[src/rtl/edge_det_pkg.sv]
// Shared types and constants for the multi-channel edge detector.
// Optional debounce is selected at compile time with EDGE_DET_DEBOUNCE_EN.
package edge_det_pkg;

    typedef enum logic [1:0] {
        EDGE_RISE = 2'b00,
        EDGE_FALL = 2'b01,
        EDGE_BOTH = 2'b10,
        EDGE_OFF  = 2'b11
    } edge_mode_t;

    localparam int unsigned DEB_CNT_W = 8;

    // Edge qualifier shared by every channel; lvl_d is the previous-cycle level.
    function automatic logic edge_term(input edge_mode_t mode, input logic lvl, input logic lvl_d);
        logic w_t;
        w_t = 1'b0;
        case (mode)
            EDGE_RISE: w_t = lvl & ~lvl_d;
            EDGE_FALL: w_t = ~lvl & lvl_d;
            EDGE_BOTH: w_t = lvl ^ lvl_d;
            default:   w_t = 1'b0;
        endcase
        return w_t;
    endfunction

endpackage

[src/rtl/edge_det_chan.sv]
// One edge-detector channel: synchronizer, optional debounce, history, pulse and sticky flag.
// Debounce counter exists only when EDGE_DET_DEBOUNCE_EN is defined.
module edge_det_chan
    import edge_det_pkg::*;
#(
    parameter int unsigned SYNC_STAGES     = 2,
    parameter bit          RESET_LEVEL     = 1'b0,
    parameter int unsigned DEBOUNCE_CYCLES = 4
) (
    input  logic       clk,
    input  logic       rst_n,
    input  logic       sig,
    input  edge_mode_t mode,
    input  logic       clr,
    output logic       pe,
    output logic       pend
);

    if (SYNC_STAGES < 2 || SYNC_STAGES > 4 || DEBOUNCE_CYCLES < 1 || DEBOUNCE_CYCLES > 255) begin : g_param_err
        $error("edge_det_chan: SYNC_STAGES or DEBOUNCE_CYCLES out of range");
    end

    logic [SYNC_STAGES-1:0] r_sync;
    logic                   w_s;
    logic                   w_lvl;
    logic                   r_lvl_d;
    logic                   r_pe;
    logic                   r_pend;

    always_ff @(posedge clk or negedge rst_n) begin
        if (!rst_n) begin
            r_sync <= {SYNC_STAGES{RESET_LEVEL}};
        end else begin
            r_sync <= {r_sync[SYNC_STAGES-2:0], sig};
        end
    end

    assign w_s = r_sync[SYNC_STAGES-1];

`ifdef EDGE_DET_DEBOUNCE_EN
    localparam logic [DEB_CNT_W-1:0] DEB_LAST = DEB_CNT_W'(DEBOUNCE_CYCLES - 1);

    logic [DEB_CNT_W-1:0] r_cnt;
    logic                 r_lvl;

    // Level follows s only after it has differed for DEBOUNCE_CYCLES consecutive cycles.
    always_ff @(posedge clk or negedge rst_n) begin
        if (!rst_n) begin
            r_cnt <= '0;
            r_lvl <= RESET_LEVEL;
        end else if (w_s == r_lvl) begin
            r_cnt <= '0;
        end else if (r_cnt == DEB_LAST) begin
            r_cnt <= '0;
            r_lvl <= w_s;
        end else begin
            r_cnt <= r_cnt + 1'b1;
        end
    end

    assign w_lvl = r_lvl;
`else
    assign w_lvl = w_s;
`endif

    // Set wins over a coincident clear.
    always_ff @(posedge clk or negedge rst_n) begin
        if (!rst_n) begin
            r_lvl_d <= RESET_LEVEL;
            r_pe    <= 1'b0;
            r_pend  <= 1'b0;
        end else begin
            r_lvl_d <= w_lvl;
            r_pe    <= edge_term(mode, w_lvl, r_lvl_d);
            if (r_pe) begin
                r_pend <= 1'b1;
            end else if (clr) begin
                r_pend <= 1'b0;
            end
        end
    end

    assign pe   = r_pe;
    assign pend = r_pend;

endmodule

[src/rtl/edge_det_multi.sv]
// Multi-channel edge detector with sticky pending flags and a registered masked interrupt.
// Define EDGE_DET_DEBOUNCE_EN to insert a per-channel debounce counter.
module edge_det_multi
    import edge_det_pkg::*;
#(
    parameter int unsigned CHANNELS        = 8,
    parameter int unsigned SYNC_STAGES     = 2,
    parameter int unsigned RESET_LEVEL     = 0,
    parameter int unsigned DEBOUNCE_CYCLES = 4
) (
    input  logic                clk,
    input  logic                rst_n,
    input  logic [CHANNELS-1:0] sig,
    input  logic [1:0]          mode,
    input  logic [CHANNELS-1:0] irq_mask,
    input  logic [CHANNELS-1:0] clr,
    output logic [CHANNELS-1:0] pe,
    output logic [CHANNELS-1:0] pend,
    output logic                irq
);

    if (CHANNELS < 1 || CHANNELS > 32) begin : g_param_err
        $error("edge_det_multi: CHANNELS out of range");
    end

    edge_mode_t w_mode;
    logic       r_irq;

    assign w_mode = edge_mode_t'(mode);

    for (genvar gi = 0; gi < CHANNELS; gi++) begin : g_chan
        edge_det_chan #(
            .SYNC_STAGES     (SYNC_STAGES),
            .RESET_LEVEL     (RESET_LEVEL != 0),
            .DEBOUNCE_CYCLES (DEBOUNCE_CYCLES)
        ) u_chan (
            .clk   (clk),
            .rst_n (rst_n),
            .sig   (sig[gi]),
            .mode  (w_mode),
            .clr   (clr[gi]),
            .pe    (pe[gi]),
            .pend  (pend[gi])
        );
    end

    always_ff @(posedge clk or negedge rst_n) begin
        if (!rst_n) begin
            r_irq <= 1'b0;
        end else begin
            r_irq <= |(pend & irq_mask);
        end
    end

    assign irq = r_irq;

endmodule
[config.mk]
export PLATFORM = sky130hd
export DESIGN_NAME = edge_det_multi
export DESIGN_NICKNAME = d
export VERILOG_FILES = /design/src/rtl/edge_det_pkg.sv /design/src/rtl/edge_det_chan.sv /design/src/rtl/edge_det_multi.sv
export SDC_FILE = /design/constraint.sdc
export NUM_CORES = 1
export LEC_CHECK = 0
export CORE_MARGIN = 3
export CORE_UTILIZATION = 52
export DETAILED_ROUTE_END_ITERATION = 8
export PLACE_DENSITY = 0.84
export SLEW_MARGIN = 20
export SYNTH_ARGS = -nofsm -noshare
export SYNTH_HDL_FRONTEND = slang
export SYNTH_SLANG_ARGS = --single-unit
[constraint.sdc]
create_clock -name clk -period 2.2 [get_ports clk]
set_clock_uncertainty 0.15 [all_clocks]
set_input_delay 0.44 -clock clk [delete_from_list [all_inputs] [get_ports clk]]
set_output_delay 0.44 -clock clk [all_outputs]
set_load 0.01 [all_outputs]
==> results.cfg, run 1 <==
[floorplanning]
rows = 20
io_pins = 45
fp.dieH_um = 64.1
die-area_um2 = 4110
initial_core_util_pct = 56.2
core_area_um2 = 3130
die_w_um = 64.1

[sta]
rsz0062_at_grt = no
maxSlewHeadroom_pct = 54.0
finalHoldViolations = 0
period_share_pct = 85.2
finalSetupTns_ps = 0
max_freq_mhz = 533
holdWs_ps = 213
period_needed_ps = 1870
setup_viol = 0
tightest_slew_ps = 690
maxSlewViolCount = 0

[drt]
viasPerCell = 4.73
firstDrtPassIters = 3
wire_per_inst_um = 12.6
vias = 994
drc_errors = 0
ant_nets = 0
postRouteWirelength_um = 2650
drt_iter0_drc = 13

[setup_path]
timing.reg2reg.setup_slack_ps = 1040
crit_chain = clkdlybuf4s50_1
cp-end-kind = output pin
path_class = reg2out
ff2ff_path_depth = 4
crit_family = buffers and inverters
cp_slowest_cell = clkdlybuf4s50_1
worstPathRequired_ps = 1610
r2r-end = g_chan[1].u_chan.pe
crit_path_max_fanout = 3
critPathMaxStageDelay_ps = 550
reg2reg_from = g_chan[1].u_chan.r_sync[1]
crit_buf_inv = 1
start_kind = flop
critPathArrivalTime_ps = 1280

[yosys]
synthCells = 130
yosysSeqAreaShare_pct = 58.4
synth_seq_cells = 41
syn-cell-area_um2 = 1760
synth_cell_type_count = 11
avgSynthCellArea_um2 = 13.5
syn_nets = 174
synth_warnings = 0

[clock_tree]
htree_levels = 2
cts_buffers = 5
clock_tree.root_cell = clkbuf_4
post_cts_resize_count = 0
worstSkewPairLatency_ps = 350
cts_sinks = 41
cts_tree = built
ctsLongestPathBuffers = 2
clk_pin_slew_worst_paths_ps = 120

[grt]
grt_max_degree = 33
grt_pass1_wl_um = 4570
grt-ovfl-total = 0
groute.usage.overall_pct = 14.8
antenna_found_initial = 0
grt_pass1_vias = 1007

[cells_and_area]
post-route-util_pct = 70.5
final_common_cell = clkdlybuf4s50_1
drive_gt1_share_pct = 12.0
final_cell_mix = 43 x clkdlybuf4s50_1, 41 x dfrtp_1, 24 x inv_1
final_nets = 209
num-fill-cells = 222
stdcell_area_um2 = 2210
diodes = 0
areaGrowthSynthToFinish_pct = 25.6

[placed_design]
dpl.hpwl_um = 2080
port_buffers = 44
gp_congestion = 0.755
placed_area_um2 = 2110

[hold_path]
min-delay-path-class = reg2reg
hp-start = g_chan[2].u_chan.r_sync[0]
hold-path-endpoint = g_chan[2].u_chan.r_sync[1]
hold_depth = 0

[pwr]
irDropWorstVdd_mv = 0.521
p_leak_nw = 1.12
p_per_area_nw_per_um2 = 715

[flow_run]
max_cap_violations = 0

[run_status]
run_status = complete, no violations
-- layer usage --
metal  vias to the layer above  part of all wire [%]  track usage (%)
met2                        47                    45             24.4
li1                        476                     -                -
met1                       464                    41             16.4
met5                         -                     0                0
met3                         7                    11             6.85
met4                         0                   2.1             6.33
-- sequential cells by signal, summed over array words and instances (netlist names) --
register / flops
g_chan.u_chan.pe: 8
g_chan.u_chan.pend: 8
g_chan.u_chan.r_lvl_d: 8
irq: 1
g_chan.u_chan.r_sync: 16
-- worst max path at each step --
stage                     startpoint             endpoint  slack, ps  cells after the start
6_report       g_chan[7].u_chan.pend              pend[7]        330                      1
5_1_grt        g_chan[5].u_chan.pend              pend[5]        260                      1
4_1_cts        g_chan[7].u_chan.pend              pend[7]        310                      1
3_5_place_dp                 mode[0]  g_chan[5].u_chan.pe        270                      3
3_3_place_gp                 mode[0]  g_chan[4].u_chan.pe        320                      3
2_1_floorplan                mode[0]  g_chan[0].u_chan.pe       1030                      4
-- power breakdown --
group | leakage, nW | total, mW | internal, mW | switching [mW]
Combinational | 0.588 | 0.252 | 0.155 | 0.0974
Sequential | 0.491 | 0.846 | 0.811 | 0.0352
Clock | 0.0414 | 0.480 | 0.240 | 0.239
-- what timing repair did --
| action | CTS | global route |
|---|---|---|
| hold endpoints to repair | 31 | 0 |
| setup buffers | 0 | 0 |
| hold buffers | 1 | 0 |
-- through the flow --
step	instances	worst slack, ps	total power [mW]
final	210	326	1.58
after global routing	210	263	1.66
after CTS	210	306	1.60
after detailed placement	201	269	1.12
after global placement	201	317	1.10
after floorplan	130	1030	1.01
-- cell type report --
type                            instances  area [um^2]  area share [%]
Clock buffer                            5         37.5            1.70
Timing Repair Buffer                   47          460            20.9
Clock inverter                          3         46.3            2.10
Multi-Input combinational cell         46          490            22.2
Inverter                               24         90.1            4.08
Tap cell                               44         55.1            2.50
Sequential cell                        41         1030            46.5
-- cell usage after synthesis --
cell,count,area share (%)
nand2b_4,1,0.78
a21o_1,8,3.4
o22ai_2,8,5.7
dfrtp_1,41,58
nand4_1,1,0.36
buf_6,2,1.3
a22oi_1,4,1.7
inv_1,24,5.1
ha_1,16,11
buf_4,17,7.3
mux2i_1,8,4.6
-- logic make-up (layout without fill, tap and decap cells) --
group / after synthesis / after routing / synth area share, %
simple gates: 2 / 2 / 1.14
compound gates: 20 / 20 / 10.8
buf+inv: 43 / 79 / 13.7
fa+ha+maj: 16 / 16 / 11.4
mux: 8 / 8 / 4.56
flops: 41 / 41 / 58.4
Power figures use the tool's default switching activity.
==> run 2, diff against run 1 <==
--- a/config.mk
+++ b/config.mk
@@ -7,6 +7,7 @@
 export LEC_CHECK = 0
 export CORE_MARGIN = 3
 export CORE_UTILIZATION = 52
+export CTS_CLUSTER_SIZE = 12
 export DETAILED_ROUTE_END_ITERATION = 8
 export PLACE_DENSITY = 0.84
 export SLEW_MARGIN = 20
==> results of run 2 <==
The final DEF is identical to that of run 1; final timing and power are the same.
==> run 3, diff against run 2 <==
--- a/config.mk
+++ b/config.mk
@@ -6,10 +6,12 @@
 export NUM_CORES = 1
 export LEC_CHECK = 0
 export CORE_MARGIN = 3
-export CORE_UTILIZATION = 52
+export CORE_UTILIZATION = 45
+export CTS_BUF_LIST = sky130_fd_sc_hd__clkbuf_8
 export CTS_CLUSTER_SIZE = 12
 export DETAILED_ROUTE_END_ITERATION = 8
-export PLACE_DENSITY = 0.84
+export PLACE_DENSITY = 0.77
+export REMOVE_ABC_BUFFERS = 1
 export SLEW_MARGIN = 20
 export SYNTH_ARGS = -nofsm -noshare
 export SYNTH_HDL_FRONTEND = slang
==> constraint.sdc (replaced) <==
create_clock -name clk -period 1.57 [get_ports clk]
set_clock_uncertainty 0.15 [all_clocks]
set_input_delay 0.314 -clock clk [delete_from_list [all_inputs] [get_ports clk]]
set_output_delay 0.314 -clock clk [all_outputs]
set_load 0.01 [all_outputs]
==> run 3 against run 2 <==
- sequential share of layout area is 1.7 points lower
- first-iteration DRC count is 62% higher
- via count is 0.10% higher
- critical path depth stayed put
- power is 58% higher
- core utilization is 9.0 points lower
- non-clock buffer count is 3 higher
- combinational power is 32% higher
- critical endpoint is now pend[3]
==> results.cfg, run 3 (synthesis results as in run 1) <==
[setup_path]
critPathArrivalTime_ps = 990
cp_slowest_cell = dfrtp_1
worstPathRequired_ps = 1110
crit_end = pend[3]
crit_cells = 1
path_class = reg2out
start_kind = flop
ff2ff_path_depth = 4
crit_path_max_fanout = 3
crit_family = flip-flops
r2r-end = g_chan[0].u_chan.pe
crit_chain = dlygate4sd2_1
critPathMaxStageDelay_ps = 410
cp-end-kind = output pin
crit_buf_inv = 1
reg2reg_from = g_chan[0].u_chan.r_sync[1]
timing.reg2reg.setup_slack_ps = 410
cp-startpoint = g_chan[3].u_chan.pend

[grt]
groute.usage.overall_pct = 13.4
grt_max_degree = 22
grt_pass1_wl_um = 4370
grt_pass1_vias = 1039
grt-ovfl-total = 0
antenna_found_initial = 0

[drt]
postRouteWirelength_um = 2710
drc_errors = 0
drt_iter0_drc = 21
ant_nets = 0
met3_length_um = 328
wl_met1_um = 1080
wire_per_inst_um = 12.5
viasPerCell = 4.59
vias = 995
dr.max_layer_used = met4
firstDrtPassIters = 3
wl_met2_um = 1240

[floorplanning]
core_area_um2 = 3720
fp.dieH_um = 68.5
rows = 22
die-area_um2 = 4690
initial_core_util_pct = 47.3
die_w_um = 68.5
io_pins = 45

[cells_and_area]
multi_input_area_um2 = 490
seq_area_um2 = 1030
final_common_cell = dfrtp_1
stdcell_area_um2 = 2290
final_nets = 212
drive_gt1_share_pct = 13.6
regMostFlops = g_chan.u_chan.r_sync
diodes = 0
areaGrowthSynthToFinish_pct = 30.2
post-route-util_pct = 61.5
largest_reg_flops = 16
final_cell_mix = 41 x dfrtp_1, 26 x clkdlybuf4s50_1, 24 x inv_1
num-fill-cells = 298

[pwr]
p_int_mw = 1.96
irDropWorstVdd_mv = 0.627
p_per_area_nw_per_um2 = 1090
netSwitchingPower_mw = 0.530
clkPwrFrac_pct = 39.0
combinationalPowerShare_pct = 13.3
seq_power_share_pct = 47.6
p_leak_nw = 1.21
p_total_mw = 2.49
swShare_pct = 21.3

[sta]
rsz0062_at_grt = no
tightest_slew_ps = 477
period_needed_ps = 1450
period_share_pct = 92.7
holdWs_ps = 203
maxSlewHeadroom_pct = 68.2
finalHoldViolations = 0
max_freq_mhz = 687
setup_viol = 0
fin_ws_ps = 115
maxSlewViolCount = 0

[run_status]
run_status = complete, no violations

[clock_tree]
htree_levels = 2
clock_tree.root_cell = clkbuf_8
post-cts-setup-buffers = 0
clk_pin_slew_worst_paths_ps = 70
cts_sinks = 41
ctsLongestPathBuffers = 2
cts_tree = built
worstSkewPairLatency_ps = 290
cts_buffers = 5

[placed_design]
port_buffers = 44
gp_congestion = 0.667
placed_area_um2 = 2160
dpl.hpwl_um = 2000
post-place-ws_ps = -4.38

[flow_run]
max_cap_violations = 0

[hold_path]
min-delay-path-class = reg2reg
-- run 3: cell types whose count changed in the layout (fill, tap and decap cells not counted), sizes merged --
cell           delta
dlygate4sd2      +17
bufinv            +1
clkdlybuf4s50    -17
buf               +3
clkinvlp          -1
-- run 3: worst min-delay path by stage --
stage,from,to,cells past startpoint
after floorplan,rst_n,g_chan[0].u_chan.pe,0
after global placement,rst_n,g_chan[3].u_chan.pend,1
after detailed placement,rst_n,g_chan[3].u_chan.pend,1
after CTS,g_chan[3].u_chan.r_sync[0],g_chan[3].u_chan.r_sync[1],0
after global routing,g_chan[3].u_chan.r_sync[0],g_chan[3].u_chan.r_sync[1],0
final,g_chan[0].u_chan.r_sync[0],g_chan[0].u_chan.r_sync[1],0
-- run 3: final cells by class --
cell class	count	share of cell area, %
flip-flops and latches	41	44.9
multi-input cells	46	21.4
repair buffers	50	21.3
inverters	24	3.94
clock buffers	5	3.01
clock inverters	3	2.84
well taps	48	2.63
-- run 3: metrics by stage --
step | TNS [ps] | instances
global route | 0 | 217
detailed placement | -4.83 | 208
CTS | 0 | 217
finish | 0 | 217
global placement | 0 | 208
floorplan | 0 | 111
-- run 3: routing by layer --
| layer | global-route usage, % | up-vias |
|---|---|---|
| li1 | - | 476 |
| met1 | 12.7 | 467 |
| met2 | 23.6 | 46 |
| met3 | 6.24 | 6 |
| met4 | 7.44 | 0 |
| met5 | 0 | - |
-- run 3: repair_timing --
action / 4_1_cts / 5_1_grt
setup endpoints to repair: 17 / 0
hold endpoints to repair: 19 / 0
hold buffers: 1 / 0
gates resized for setup: 17 / 0
-- run 3: power groups by stage --
stage	clock, mW	sequential, mW	combinational [mW]
final	0.972	1.19	0.332
after global routing	1.06	1.20	0.368
after CTS	1.00	1.19	0.339
after detailed placement	0	1.21	0.369
after global placement	0	1.20	0.362
after floorplan	0	1.22	0.107
